[src/rtl/wb_sram_slave.sv]
// Wishbone B4 pipelined slave in front of a single-port synchronous SRAM
// (1-cycle read latency). One transfer in flight; stall is raised in the
// response cycle so a master that holds stb/adr until ack is accepted once.
// Serves classic single beats and INCR/EOB cache-line bursts.
// Optional build macro: WB_SRAM_RANGE_ERR_EN -- out-of-window addresses
// return err instead of wrapping onto the SRAM.

package wb_sram_pkg;
    typedef struct packed {
        logic [31:0] adr;
        logic [31:0] dat;
        logic [3:0]  sel;
        logic        we;
        logic        stb;
        logic        cyc;
        logic [2:0]  cti;
        logic [1:0]  bte;
    } wb_master_t;

    typedef struct packed {
        logic [31:0] dat;
        logic        ack;
        logic        stall;
        logic        err;
        logic        rty;
    } wb_slave_t;

    localparam logic [2:0] CTI_CLASSIC = 3'b000;
    localparam logic [2:0] CTI_INCR    = 3'b010;
    localparam logic [2:0] CTI_EOB     = 3'b111;
endpackage

module wb_sram_slave
    import wb_sram_pkg::*;
#(
    parameter int          MEM_WORDS = 4096,
    parameter logic [31:0] BASE_ADDR = 32'h8000_0000,
    parameter int          BURST_MAX = 4
) (
    input  logic                         clk_i,
    input  logic                         rst_ni,
    input  wb_master_t                   wb_m_i,
    output wb_slave_t                    wb_s_o,
    output logic                         mem_req_o,
    output logic                         mem_we_o,
    output logic [$clog2(MEM_WORDS)-1:0] mem_addr_o,
    output logic [31:0]                  mem_wdata_o,
    output logic [3:0]                   mem_be_o,
    input  logic [31:0]                  mem_rdata_i,
    output logic                         busy_o
);

    localparam int AW = $clog2(MEM_WORDS);
    localparam int BW = $clog2(BURST_MAX + 1);

    typedef enum logic [1:0] {S_IDLE, S_RESP, S_BURST, S_ERR} state_e;

    state_e        state_q, state_d;
    logic [BW-1:0] beat_q, beat_d;
    logic          we_q, we_d;
    logic [2:0]    cti_q, cti_d;

    logic [31:0]   off;
    logic [AW-1:0] idx;
    logic          in_range;
    logic          stall;
    logic          accept;
    logic          ack;
    logic          err;

    // Word index relative to the window base; upper bits drop so it wraps.
    assign off = wb_m_i.adr - BASE_ADDR;
    assign idx = off[AW+1:2];

`ifdef WB_SRAM_RANGE_ERR_EN
    localparam logic [32:0] SPAN = 33'(MEM_WORDS) << 2;
    assign in_range = (wb_m_i.adr >= BASE_ADDR) && ({1'b0, off} < SPAN);
`else
    assign in_range = 1'b1;
`endif

    // Stalled while a response (ack or err) is being returned. Accept is
    // gated by reset so the SRAM strobe clears as soon as reset asserts.
    assign stall  = (state_q == S_RESP) || (state_q == S_ERR);
    assign accept = rst_ni & wb_m_i.cyc & wb_m_i.stb & ~stall;
    assign ack    = (state_q == S_RESP) & wb_m_i.cyc;
    assign err    = (state_q == S_ERR) & wb_m_i.cyc;
    assign busy_o = (state_q != S_IDLE);

    // SRAM strobe in the accept cycle; a write with no byte lanes is acked
    // without touching the array, an out-of-window access never reaches it.
    always_comb begin
        mem_req_o   = accept & in_range & ~(wb_m_i.we & (wb_m_i.sel == 4'b0000));
        mem_we_o    = mem_req_o & wb_m_i.we;
        mem_addr_o  = accept ? idx : '0;
        mem_wdata_o = accept ? wb_m_i.dat : '0;
        mem_be_o    = accept ? wb_m_i.sel : '0;
    end

    // Slave response: read data is only presented in a read ack cycle.
    always_comb begin
        wb_s_o       = '0;
        wb_s_o.ack   = ack;
        wb_s_o.err   = err;
        wb_s_o.stall = stall;
        wb_s_o.dat   = (ack & ~we_q) ? mem_rdata_i : 32'h0;
    end

    // Next-state: accept -> response cycle -> idle or back to burst.
    always_comb begin
        state_d = state_q;
        beat_d  = beat_q;
        we_d    = we_q;
        cti_d   = cti_q;
        case (state_q)
            S_IDLE, S_BURST: begin
                if (state_q == S_BURST && !wb_m_i.cyc) begin
                    state_d = S_IDLE;
                    beat_d  = '0;
                end else if (accept) begin
                    we_d    = wb_m_i.we;
                    cti_d   = wb_m_i.cti;
                    state_d = in_range ? S_RESP : S_ERR;
                end
            end
            S_RESP: begin
                if (wb_m_i.cyc && cti_q == CTI_INCR && (int'(beat_q) + 1) < BURST_MAX) begin
                    state_d = S_BURST;
                    beat_d  = beat_q + BW'(1);
                end else begin
                    state_d = S_IDLE;
                    beat_d  = '0;
                end
            end
            default: begin
                state_d = S_IDLE;
                beat_d  = '0;
            end
        endcase
    end

    // State and latched request attributes.
    always_ff @(posedge clk_i or negedge rst_ni) begin
        if (!rst_ni) begin
            state_q <= S_IDLE;
            beat_q  <= '0;
            we_q    <= 1'b0;
            cti_q   <= CTI_CLASSIC;
        end else begin
            state_q <= state_d;
            beat_q  <= beat_d;
            we_q    <= we_d;
            cti_q   <= cti_d;
        end
    end

    // Address byte-offset bits and bte carry no meaning for this slave.
    logic unused_bits;
    assign unused_bits = ^{off[31:AW+2], off[1:0], wb_m_i.bte};

endmodule
[config.mk]
export PLATFORM = sky130hd
export DESIGN_NAME = wb_sram_slave
export DESIGN_NICKNAME = d
export VERILOG_FILES = /design/src/rtl/wb_sram_slave.sv
export SDC_FILE = /design/constraint.sdc
export NUM_CORES = 1
export LEC_CHECK = 0
export BUFFER_PORTS_ARGS = -buffer_cell sky130_fd_sc_hd__clkbuf_2
export CAP_MARGIN = 25
export CORE_AREA = 5 5 73 75
export CTS_CLUSTER_DIAMETER = 120
export CTS_CLUSTER_SIZE = 25
export DETAILED_ROUTE_END_ITERATION = 6
export DIE_AREA = 0 0 78 80
export PLACE_DENSITY = 0.73
export SYNTH_ARGS = -nofsm -noshare
export SYNTH_HDL_FRONTEND = slang
export SYNTH_SLANG_ARGS = --single-unit
[constraint.sdc]
create_clock -name clk_i -period 2.25 [get_ports clk_i]
set_clock_uncertainty 0.15 [all_clocks]
set_input_delay 0.225 -clock clk_i [delete_from_list [all_inputs] [get_ports clk_i]]
set_output_delay 0.225 -clock clk_i [all_outputs]
set_load 0.03 [all_outputs]
==> key figures <==
Global routing
  • Vias in the first global route: 1508
  • Top Usage Layer GRT: met2
  • Met2 GRT Util: 0.233
  • Met1 usage: 0.138
  • Overflow after GRT: 0
  • Largest net degree at the start of global routing: 40
  • Met3 global-route usage: 0.0350
  • GRT Overall Usage: 0.126
  • First-pass GRT wire length: 6610 um
  • Antenna violations before repair: 0

Logic synthesis
  • Synth top area cells: and2_1, dfrtp_1, buf_6
  • Count leader, synth: and2_1
  • #FFs+latches synth: 9
  • Number of synthesized flops with an enable pin: 0
  • Syn avg cell area: 8.19 sq um
  • Area leader, netlist: and2_1
  • FFs w/ async S/R, synth: 1.00
  • Yosys cell types: 29
  • Post-Syn Area: 1090 sq um
  • Synth cell count leaders: and2_1, dfrtp_1, and2_4
  • Warnings from Yosys: 0
  • Top cell type's share of synthesized area: 0.436
  • Cell count after synthesis: 133
  • Post-synth net total: 244
  • Register area share after synthesis: 0.207
  • Synth Flop Type: dfrtp_1

Outcome
  • Status: completed

Clocking
  • CTS buffer count: 3
  • Reg clk slew, reported paths: 0.04 ns
  • Root Buffer: clkbuf_8
  • Clock Latency Late Sink: 0.23 ns
  • Postcts setup bufs: 0
  • H-tree levels: 1
  • CTS Sinks: 9
  • TritonCTS clock tree: built
  • Clk buf depth: 2

Critical path
  • R2R cell count: 4
  • Worst reg2reg path startpoint: beat_q[0]
  • Crit path arrival time: 1.73 ns
  • Critical Path Fanout Max: 17
  • CP Launch Type: primary input
  • R2r setup slk: 0.66 ns
  • Worst reg2reg endpoint: beat_q[1]
  • CP required: 1.88 ns
  • Critical Path End Type: primary output
  • Setup CP Type: in2out

Die
  • Die span in x: 78 um
  • Rows: 25
  • DIE AREA: 6240 sq um
  • # IOs: 197
  • Initial Util: 0.237
  • Die height: 80 um
  • Core Region: 4600 sq um

Timing
  • Final Hold Fails: 0
  • Setup TNS: 0 ns
  • Slew Viols, Final: 0
  • Final setup violation count: 0
  • Unrepaired setup endpoints after global routing: false
  • Period Utilization, post-route: 0.934
  • Achievable Freq: 0.476 GHz
  • Final worst path period need: 2.10 ns

Final layout
  • Area of the multi-input gates: 737 sq um
  • Filler cell count: 466
  • Diode count: 0
  • Nets: 413
  • Area Overhead vs Synth: 83.8%
  • Final Util: 0.436
  • Register area: 225 sq um
  • Share of cells above drive strength 1: 0.645

Placement
  • HPWL Detailed: 3940 um
  • GP Congestion: 0.769
  • Port buffer count: 173

Route
  • WL per Instance: 12.3 um
  • Vias: 1474
  • Drt first pass iters: 4
  • ANT nets after route: 0
  • Vias/cell: 4.15
  • Initial DRC Count: 36
  • DRC errors left: 0
  • Routed Wire Length: 4360 um

Power
  • Leakage: 1.29 nW
  • Total power: 0.642 mW
  • Power Dens Cells: 320 nW/um^2
  • VDD IR-drop max: 150 uV

Worst hold path
  • Worst Hold Launch: wb_m_i[3]
  • Hold path cells: 2
  • Hold EP: cti_q[1]
  • Hold WC Path Type: in2reg

Flow run
  • Max_cap viols: 0
## critical path, stage by stage
cell and delay (ns):
dlygate4sd3_1 0.52, clkbuf_2 0.11, and4b_1 0.25, buf_6 0.19
a21boi_0 0.21, buf_2 0.23
## registers in the layout, indices dropped and copies added (netlist names)
signal and flops:
we_q 1, state_q 2, beat_q 3, cti_q 3
## logic make-up (layout without fill, tap and decap cells)
kind of cell,count (synthesis),after routing,synth area share
muxes,3,3,0.0413
AOI/OAI and AO/OA,8,8,0.0563
adders and majority gates,1,1,0.0115
DFF,9,9,0.207
and+or+nand+nor,92,92,0.556
xor gates and xnor gates,1,1,0.00804
buffers and inverters,18,186,0.117
other,1,1,0.00344
## where the power goes
group | leakage (nW) | internal, mW | switching [mW]
clock | 0.0228 | 0.123 | 0.0596
sequential | 0.117 | 0.181 | 0.0145
combinational | 1.16 | 0.125 | 0.139
total | 1.29 | 0.429 | 0.213
## cell type report
| cell class | count | area share |
|---|---|---|
| Clock buffer | 4 | 0.0225 |
| Multi-Input combinational cell | 106 | 0.368 |
| Inverter | 4 | 0.00750 |
| Tap cell | 54 | 0.0337 |
| Timing Repair Buffer | 178 | 0.456 |
| Sequential cell | 9 | 0.112 |
## how the worst max path moves through the flow
stage | startpoint | to | slack (ns) | cells past startpoint
floorplan | state_q[0] | mem_req_o | 0.30 | 3
global placement | state_q[0] | mem_req_o | 0.47 | 4
detailed placement | state_q[0] | mem_wdata_o[1] | 0.49 | 4
CTS | rst_ni | mem_req_o | 0.10 | 6
global route | rst_ni | mem_req_o | 0.02 | 6
finish | rst_ni | mem_req_o | 0.15 | 6
## cells in the final DEF, fill, tap and decap left out
| master | n |
|---|---|
| clkbuf_8 | 3 |
| and4b_1 | 1 |
| clkbuf_1 | 1 |
| a32o_1 | 1 |
| conb_1 | 1 |
| a31oi_1 | 2 |
| xor2_1 | 1 |
| inv_1 | 4 |
| buf_2 | 1 |
| a21oi_1 | 1 |
| o2bb2ai_1 | 1 |
| dlygate4sd3_1 | 1 |
| and2_1 | 76 |
| nor2_1 | 1 |
| or2_2 | 1 |
| nor2_2 | 2 |
| a22o_1 | 1 |
| nand3b_1 | 2 |
| buf_4 | 2 |
| dfrtp_1 | 9 |
| a21boi_0 | 1 |
| clkbuf_2 | 172 |
| o21ai_2 | 1 |
| nor4_1 | 1 |
| buf_6 | 2 |
| nor4b_2 | 1 |
| and2_4 | 5 |
| mux2_4 | 3 |
| and3_1 | 1 |
| nand2_4 | 1 |
| ha_1 | 1 |
## through the flow
step | cell area [sq um] | instances | hold slack, ns | setup WS [ns]
6_report | 2000 | 355 | 0.0748 | 0.148
5_1_grt | 2000 | 355 | 0.0834 | 0.0165
4_1_cts | 2000 | 355 | 0.0726 | 0.102
3_5_place_dp | 1940 | 350 | 0.0156 | 0.489
3_3_place_gp | 1940 | 350 | 0.0119 | 0.474
2_1_floorplan | 1090 | 133 | -0.221 | 0.301
## metal layers
layer	routed length, um	up-vias	part of all wire
li1	-	743	-
met1	1560	603	0.36
met2	2100	122	0.48
met3	657	6	0.15
met4	46	0	0.011
met5	0	-	0
## what timing repair did
action,4_1_cts,5_1_grt
endpoints found under the hold margin,9,0
gates resized for setup,0,3
endpoints found under the setup margin,0,25
hold buffers,1,0
(Power assumes the default switching activity.)
